File: config.mk
export PLATFORM = sky130hd
export DESIGN_NAME = ac97_frame_transmitter
export DESIGN_NICKNAME = d
export VERILOG_FILES = /design/src/rtl/ac97_pkg.sv /design/src/rtl/ac97_cmd_buffer.sv /design/src/rtl/ac97_frame_transmitter.sv
export SDC_FILE = /design/constraint.sdc
export NUM_CORES = 1
export LEC_CHECK = 0
export CELL_PAD_IN_SITES_DETAIL_PLACEMENT = 1
export CELL_PAD_IN_SITES_GLOBAL_PLACEMENT = 2
export CORE_MARGIN = 2
export CORE_UTILIZATION = 27
export CTS_CLUSTER_SIZE = 20
export DETAILED_ROUTE_END_ITERATION = 8
export PLACE_DENSITY = 0.88
export SLEW_MARGIN = 40
export SYNTH_ARGS = -nofsm -noshare
export SYNTH_HDL_FRONTEND = slang
export SYNTH_HIERARCHICAL = 1
export SYNTH_SLANG_ARGS = --single-unit
File: constraint.sdc
create_clock -name I_BITCLK -period 3.5 [get_ports I_BITCLK]
set_clock_uncertainty 0.05 [all_clocks]
set_input_delay 0.7 -clock I_BITCLK [delete_from_list [all_inputs] [get_ports I_BITCLK]]
set_output_delay 0.7 -clock I_BITCLK [all_outputs]
set_load 0.02 [all_outputs]
File: src/rtl/ac97_pkg.sv
// AC'97 frame layout constants and the command record shared by the
// frame transmitter and its command buffer.
package ac97_pkg;

    localparam int FRAME_BITS  = 256;
    localparam int TAG_BITS    = 16;
    localparam int SLOT_BITS   = 20;

    localparam int SLOT1_START = 16;
    localparam int SLOT2_START = 36;
    localparam int SLOT3_START = 56;
    localparam int SLOT4_START = 76;
    localparam int SLOT5_START = 96;

    localparam int TAG_VALID    = 15;
    localparam int TAG_CMD_ADDR = 14;
    localparam int TAG_CMD_DATA = 13;
    localparam int TAG_PCM_L    = 12;
    localparam int TAG_PCM_R    = 11;

    typedef struct packed {
        logic [6:0]  addr;
        logic [15:0] data;
    } ac97_cmd_t;

endpackage

File: src/rtl/ac97_cmd_buffer.sv
// One-entry codec register write buffer with valid/ready handshake.
// Ports: i_clk, i_rst (sync, active high), i_live (out of reset),
//   i_valid/i_addr/i_data request, i_pop (frame snapshot),
//   o_ready (buffer empty), o_valid/o_cmd (held entry).
module ac97_cmd_buffer
    import ac97_pkg::*;
(
    input  logic        i_clk,
    input  logic        i_rst,
    input  logic        i_live,
    input  logic        i_valid,
    input  logic [6:0]  i_addr,
    input  logic [15:0] i_data,
    input  logic        i_pop,
    output logic        o_ready,
    output logic        o_valid,
    output ac97_cmd_t   o_cmd
);

    logic      r_valid;
    ac97_cmd_t r_cmd;
    logic      w_acc;

    // Ready stays low in the reset cycle itself.
    assign o_ready = i_live & ~r_valid;
    assign w_acc   = i_valid & o_ready;
    assign o_valid = r_valid;
    assign o_cmd   = r_cmd;

    // An accept coinciding with a pop wins: the pop took the old
    // (empty) contents, the new entry waits for the next frame.
    always_ff @(posedge i_clk) begin
        if (i_rst) begin
            r_valid <= 1'b0;
            r_cmd   <= '0;
        end else if (w_acc) begin
            r_valid <= 1'b1;
            r_cmd   <= '{addr: i_addr, data: i_data};
        end else if (i_pop) begin
            r_valid <= 1'b0;
        end
    end

endmodule

File: src/rtl/ac97_frame_transmitter.sv
// AC'97 SDATA_OUT/SYNC frame serializer: tag, command slots 1/2, PCM 3/4.
// Ports: I_BITCLK, I_RESET (sync, active high), I_LEFT/RIGHT_SAMPLE,
//   I_PCM_EN, I_CMD_VALID/ADDR/DATA, O_CMD_READY, O_STROBE, O_SYNC, O_SDATA.
// Macro AC97_CMD_EN enables the command buffer and slots 1/2.
module ac97_frame_transmitter
    import ac97_pkg::*;
(
    input  logic        I_BITCLK,
    input  logic        I_RESET,
    input  logic [19:0] I_LEFT_SAMPLE,
    input  logic [19:0] I_RIGHT_SAMPLE,
    input  logic        I_PCM_EN,
    input  logic        I_CMD_VALID,
    input  logic [6:0]  I_CMD_ADDR,
    input  logic [15:0] I_CMD_DATA,
    output logic        O_CMD_READY,
    output logic        O_STROBE,
    output logic        O_SYNC,
    output logic        O_SDATA
);

    // r_cnt is the index of the bit driven at the next edge,
    // so during V(k) it holds k+1.
    logic [7:0]  r_cnt;
    logic        r_run;
    logic        r_pcm;
    logic        r_cmd_vld;
    ac97_cmd_t   r_cmd;
    logic [19:0] r_left;
    logic [19:0] r_right;
    logic        r_sync;
    logic        r_sdata;
    logic        r_strobe;

    logic        w_snap;
    logic        w_cap;
    logic        w_buf_valid;
    ac97_cmd_t   w_buf_cmd;
    logic [15:0] w_tag;
    logic [19:0] w_slot;
    logic [4:0]  w_pos;
    logic        w_bit;

    // r_cnt==0 with r_run set is the edge that ends V(255).
    assign w_snap = r_run & (r_cnt == 8'd0);
    assign w_cap  = (r_cnt == 8'd1);

`ifdef AC97_CMD_EN
    ac97_cmd_buffer u_cmd (
        .i_clk   (I_BITCLK),
        .i_rst   (I_RESET),
        .i_live  (r_run),
        .i_valid (I_CMD_VALID),
        .i_addr  (I_CMD_ADDR),
        .i_data  (I_CMD_DATA),
        .i_pop   (w_snap),
        .o_ready (O_CMD_READY),
        .o_valid (w_buf_valid),
        .o_cmd   (w_buf_cmd)
    );
`else
    logic w_unused_cmd;
    assign w_unused_cmd = ^{I_CMD_VALID, I_CMD_ADDR, I_CMD_DATA};
    assign O_CMD_READY  = 1'b0;
    assign w_buf_valid  = 1'b0;
    assign w_buf_cmd    = '0;
`endif

    always_comb begin
        w_tag               = '0;
        w_tag[TAG_VALID]    = 1'b1;
        w_tag[TAG_CMD_ADDR] = r_cmd_vld;
        w_tag[TAG_CMD_DATA] = r_cmd_vld;
        w_tag[TAG_PCM_L]    = r_pcm;
        w_tag[TAG_PCM_R]    = r_pcm;
    end

    always_comb begin
        w_slot = '0;
        w_pos  = '0;
        w_bit  = 1'b0;
        if (r_cnt < 8'(SLOT1_START)) begin
            w_bit = w_tag[4'(TAG_BITS - 1) - r_cnt[3:0]];
        end else begin
            if (r_cnt < 8'(SLOT2_START)) begin
                if (r_cmd_vld)
                    w_slot = {1'b0, r_cmd.addr, 12'h000};
                w_pos = 5'(r_cnt - 8'(SLOT1_START));
            end else if (r_cnt < 8'(SLOT3_START)) begin
                if (r_cmd_vld)
                    w_slot = {r_cmd.data, 4'h0};
                w_pos = 5'(r_cnt - 8'(SLOT2_START));
            end else if (r_cnt < 8'(SLOT4_START)) begin
                if (r_pcm)
                    w_slot = r_left;
                w_pos = 5'(r_cnt - 8'(SLOT3_START));
            end else if (r_cnt < 8'(SLOT5_START)) begin
                if (r_pcm)
                    w_slot = r_right;
                w_pos = 5'(r_cnt - 8'(SLOT4_START));
            end
            w_bit = w_slot[5'(SLOT_BITS - 1) - w_pos];
        end
    end

    always_ff @(posedge I_BITCLK) begin
        if (I_RESET) begin
            r_cnt     <= '0;
            r_run     <= 1'b0;
            r_pcm     <= 1'b0;
            r_cmd_vld <= 1'b0;
            r_cmd     <= '0;
            r_left    <= '0;
            r_right   <= '0;
            r_sync    <= 1'b0;
            r_sdata   <= 1'b0;
            r_strobe  <= 1'b0;
        end else begin
            r_run    <= 1'b1;
            r_cnt    <= r_cnt + 8'd1;
            r_sync   <= (r_cnt < 8'(TAG_BITS));
            r_sdata  <= w_bit;
            r_strobe <= (r_cnt == 8'(FRAME_BITS - 1));
            if (w_snap) begin
                r_pcm     <= I_PCM_EN;
                r_cmd_vld <= w_buf_valid;
                r_cmd     <= w_buf_cmd;
            end
            if (w_cap) begin
                r_left  <= I_LEFT_SAMPLE;
                r_right <= I_RIGHT_SAMPLE;
            end
        end
    end

    assign O_SYNC   = r_sync;
    assign O_SDATA  = r_sdata;
    assign O_STROBE = r_strobe;

endmodule

# Yosys cells after proc, flatten, opt, wreduce, memory -nomap -nowiden
# Index checks and enable logic that the tools add are counted.
# op_classes
addsub,7
order_cmp,7
eq_ne,2
mux,18
bitwise_logic,1
n_reduce_logical,1
# ops
op,n
$mux W20,7
$mux W5,5
$lt A8 B6 Y1 const B,2
$lt A8 B7 Y1 const B,2
$sub A5 B5 Y5 const B,2
$add A8 B1 Y8 const B,1
$eq A8 B1 Y1 const B,1
$eq A8 B8 Y1 const B,1
$logic_not A8 Y1,1
$lt A8 B5 Y1 const B,1
$lt A5 B6 Y1 const B,1
$bmux W1 S5,1
$lt A4 B5 Y1 const B,1
$sub A5 B3 Y5 const B,1
$sub A5 B4 Y5 const B,1
$sub A5 B5 Y5 const A,1
$bmux W1 S4,1
$mux W1,4
$sub A4 B4 Y4 const A,1
$and A1 B1 Y1,1
# word_totals
out_inout_bits,4
in_bits,67
register_bits,53
elab_cells,44

# Logic depth before layout (Yosys ltp)
# Gate-level depths: netlist of run 1.
# logic_depth
depth_word,10
ltp_mapped,13
ltp_nobuf,13

# Worst setup path before layout of run 1
# OpenSTA, ideal clock, no wires.
# synth_timing
path_type,register -> register
start,register r_cnt[3]
end,"register r_sdata, in the netlist O_SDATA"
arrival_ns,2.459
period_less_slack_ns,2.641
n_path_buf,0
setup_time_ns,0.133
setup_slack_ns,0.859
required_ns,3.317
path_stages_with_launch,14
cell_sequence,dfxtp_1 inv_1 ha_1 inv_1 a221oi_1 a21oi_1 a21oi_1 nor2_1 a211o_1 ha_1 a31oi_1 o2111ai_1 o32ai_1 o32ai_1
# synth_via
elab_chain_len,10
word_cells_on_any_way,26
classes_between,add/sub (6); order compare (5); mux (15)
# synth_lines
element,line_no,source
from (decl),ac97_frame_transmitter.sv:24,logic [7:0] r_cnt;
from (signal assigned),ac97_frame_transmitter.sv:120,r_cnt <= r_cnt + 8'd1;
$lt A8 B7 Y1 or $sub A5 B4 Y5 (tied branches),"ac97_frame_transmitter.sv:97, ac97_frame_transmitter.sv:100",
$mux W5,ac97_frame_transmitter.sv:97,end else if (r_cnt < 8'(SLOT5_START)) begin
$mux W5,ac97_frame_transmitter.sv:93,end else if (r_cnt < 8'(SLOT4_START)) begin
$mux W5,ac97_frame_transmitter.sv:89,end else if (r_cnt < 8'(SLOT3_START)) begin
$mux W5,ac97_frame_transmitter.sv:85,if (r_cnt < 8'(SLOT2_START)) begin
$mux W5,ac97_frame_transmitter.sv:82,if (r_cnt < 8'(SLOT1_START)) begin
$sub A5 B5 Y5,ac97_frame_transmitter.sv:102,w_bit = w_slot[5'(SLOT_BITS - 1) - w_pos];
$bmux W1 S5,ac97_frame_transmitter.sv:102,
$mux W1 (not written as such),ac97_frame_transmitter.sv:102,
$mux W1 *,ac97_frame_transmitter.sv:82,
to (signal assigned),ac97_frame_transmitter.sv:122,r_sdata <= w_bit;
to (decl),ac97_frame_transmitter.sv:32,logic r_sdata;
# Mark *: on every way between the ends. The rest lies on a longest branch, timed or not. The select of a mux whose other input is x is not followed.
# A chain may end at the register's enable or synchronous reset.

# Worst setup path in the final report of run 1
# layout_timing
start,register r_cnt[2]
end,"register r_sdata, in the netlist O_SDATA"
# Same word-level chain as after synthesis.

==> results.sh, run 1 <==
export IMPL_place_congestion=0.895
export IMPL_fmax_ghz=0.317
export IMPL_die_h_um=105
export IMPL_layout_common_cells="nand2_1 (89), dfxtp_1 (52), a21oi_1 (45), clkdlybuf4s50_1 (44), nor2_1 (14)"
export IMPL_min_period_over_period_pct=90.1
export IMPL_syn_num_nets=426
export IMPL_relSlewSlack_pct=50.0
export IMPL_area_growth_synth_to_final_pct=21.5
export IMPL_core_area_mm2=0.00986
export IMPL_power_switching_uw=356
export IMPL_numClockSinks=53
export IMPL_cts_max_level=2
export IMPL_crit_type="flop to flop"
export IMPL_drv_slew=0
export IMPL_grt_first_pass_wirelength_mm=13.1
export IMPL_crit_fanout=7
export IMPL_yosys_warnings=6
export IMPL_synth_edf_count=0
export IMPL_clock_latency_ns=0.31
export IMPL_dr_pass1_iters=4
export IMPL_final_common_cell="nand2_1"
export IMPL_worst_pin_slew_ns=0.749
export IMPL_rsz0062_at_grt="false"
export IMPL_internal_power_uw=881
export IMPL_ant_nets=0
export IMPL_arrival_ns=3.26
export IMPL_grt_max_degree=34
export IMPL_cts_tree="done"
export IMPL_p_sw_share_pct=28.8
export IMPL_rows=36
export IMPL_seqPwrFrac_pct=54.4
export IMPL_clk_path_buf_depth=2
export IMPL_hold_viol=0
export IMPL_finalSetupViolations=0
export IMPL_yosysUniqueCellTypes=57
export IMPL_min_period_ns=3.15
export IMPL_grt_ovfl_total=0
export IMPL_synth_seq_cells=53
export IMPL_drtIter0Drc=104
export IMPL_postSynthAreaPerCell_um2=7.85
export IMPL_io_buffers=45
export IMPL_powerDensity_mw_per_mm2=369
export IMPL_vdd_ir_drop_max_mv=0.143
export IMPL_die_x_um=105
export IMPL_syn_instance_count=351
export IMPL_endpoint_kind="flop"
export IMPL_combPwrFrac_pct=17.4
export IMPL_via_per_inst=4.97
export IMPL_clk_pin_slew_worst_paths_ns=0.10
export IMPL_wl_per_cell_um=14.9
export IMPL_drcViolationCount=0
export IMPL_hold_class="flop to flop"
export IMPL_status="complete, no violations"
export IMPL_antenna_found_initial=0
export IMPL_dp_hpwl_mm=5.64
export IMPL_async_flop_share_pct=0
export IMPL_nets=457
export IMPL_die_area_mm2=0.0110
export IMPL_drt_total_wl_mm=7.66
export IMPL_grt_pass1_vias=2666
export IMPL_r2r_slack_ns=0.35
export IMPL_ys_seq_area_share_pct=38.5
export IMPL_numCtsBuffers=5
export IMPL_post_cts_buffers=0
export IMPL_synth_main_ff_cell="dfxtp_1"
export IMPL_finalSetupTns_ns=0
export IMPL_drive_gt1_share_pct=7.07
export IMPL_ctsRootBufferMaster="clkbuf_8"
export IMPL_p_leak_uw=0.00115
export IMPL_grt_usage_pct=14.3
export IMPL_startpoint_type="flop"
export IMPL_diodes=0
export IMPL_dr_total_vias=2560
export IMPL_start_util_pct=27.9
export IMPL_num_io_pins=71
export IMPL_utilization_pct=33.9
export IMPL_cap_violations=0
export IMPL_clkPwrFrac_pct=28.2
export IMPL_syn_area_mm2=0.00276
export IMPL_crit_required_ns=3.61
[synth_stat cells, drive strengths merged, types with 6 or more instances]
| cell type | number | area share, % |
|---|---|---|
| nor2 | 16 | 2.9 |
| buf | 12 | 3.3 |
| nand4 | 6 | 1.4 |
| nand2 | 89 | 12 |
| inv | 10 | 1.4 |
| nand3 | 7 | 1.3 |
| dfxtp | 53 | 38 |
| a22oi | 8 | 2.4 |
| ha | 8 | 3.6 |
| clkbuf | 14 | 1.9 |
| o21ai | 8 | 1.5 |
| a21oi | 46 | 8.5 |
| a31oi | 6 | 1.4 |
| nor2b | 7 | 1.6 |
[power groups by stage]
stage / clock network [uW] / logic [uW] / registers, uW
5_1_grt: 382 / 242 / 679
2_1_floorplan: 0 / 139 / 673
3_5_place_dp: 0 / 218 / 687
3_3_place_gp: 0 / 211 / 686
6_report: 349 / 215 / 673
4_1_cts: 355 / 219 / 673
[per-layer routing]
metal  share of wire, %  global-route usage (%)  vias up
li1                   -                       -     1282
met1                 49                    19.4     1222
met2                 47                    23.9       52
met3                3.1                    2.00        4
met4               0.91                    3.62        0
met5                  0                       0        -
[flip-flops by register name, summed over array words and instances, names as in the netlist]
name      cells
O_SDATA       1
O_STROBE      1
O_SYNC        1
r_cnt         8
r_left       20
r_pcm         1
r_right      20
r_run         1
[critical path, cell delays in order (launching register included)]
cell and delay, ns:
dfxtp_1 0.52, inv_1 0.15, ha_1 0.34, inv_1 0.05, a221oi_1 0.29, a21oi_1 0.12, a21oi_1 0.15, nor2_1 0.05
a211o_1 0.28, ha_1 0.36, a31oi_1 0.20, o2111ai_1 0.14, o32ai_1 0.18, o32ai_1 0.15
[timing repair]
item	CTS	global route
resized for setup	0	1
setup endpoints to repair	0	1
hold buffers	0	0
[per-stage QoR]
stage                     setup slack (ns)  hold WS, ns  power [uW]  cells  cell area (um2)
final                                0.346        0.409        1240    515             3350
after global routing                0.0195        0.436        1300    515             3350
after detailed placement             0.384        0.397         906    508             3260
after global placement               0.416        0.394         897    508             3260
after CTS                            0.346        0.411        1250    515             3350
after floorplan                      0.859        0.382         812    351             2760
[logic make-up after synthesis]
kind of cell / synth area share (%)
flops: 38.5
buf+inv: 6.58
xor+xnor: 1.91
mux: 1.54
other cells: 0.136
compound gates: 21.7
simple gates: 26.1
fa+ha+maj: 3.63
[worst paths after layout]
| kind | from | endpoint | cells after the start |
|---|---|---|---|
| max reg2reg | r_cnt[2]$_SDFF_PP0_ | O_SDATA$_SDFF_PP0_ | 13 |
| min | r_left[16]$_SDFFE_PP0N_ | r_left[16]$_SDFFE_PP0N_ | 2 |
| max | r_cnt[2]$_SDFF_PP0_ | O_SDATA$_SDFF_PP0_ | 13 |
| min reg2reg | r_left[16]$_SDFFE_PP0N_ | r_left[16]$_SDFFE_PP0N_ | 2 |
[area by class of cell]
class                           count  area, um2
Fill cell                        1208       6520
Timing Repair Buffer               50        483
Tap cell                          133        166
Multi-Input combinational cell    262       1510
Sequential cell                    53       1060
Clock inverter                      2       16.3
Clock buffer                        5       68.8
Inverter                           10       37.5
Note: power is estimated with default switching activity, not from simulation.
==> run 2: changes to the inputs <==
SYNTH_HIERARCHICAL = default   (was 1)
==> results of run 2 <==
The final DEF is identical to that of run 1; final timing and power are the same.
Among the figures that moved: Yosys warning count 6 -> 0
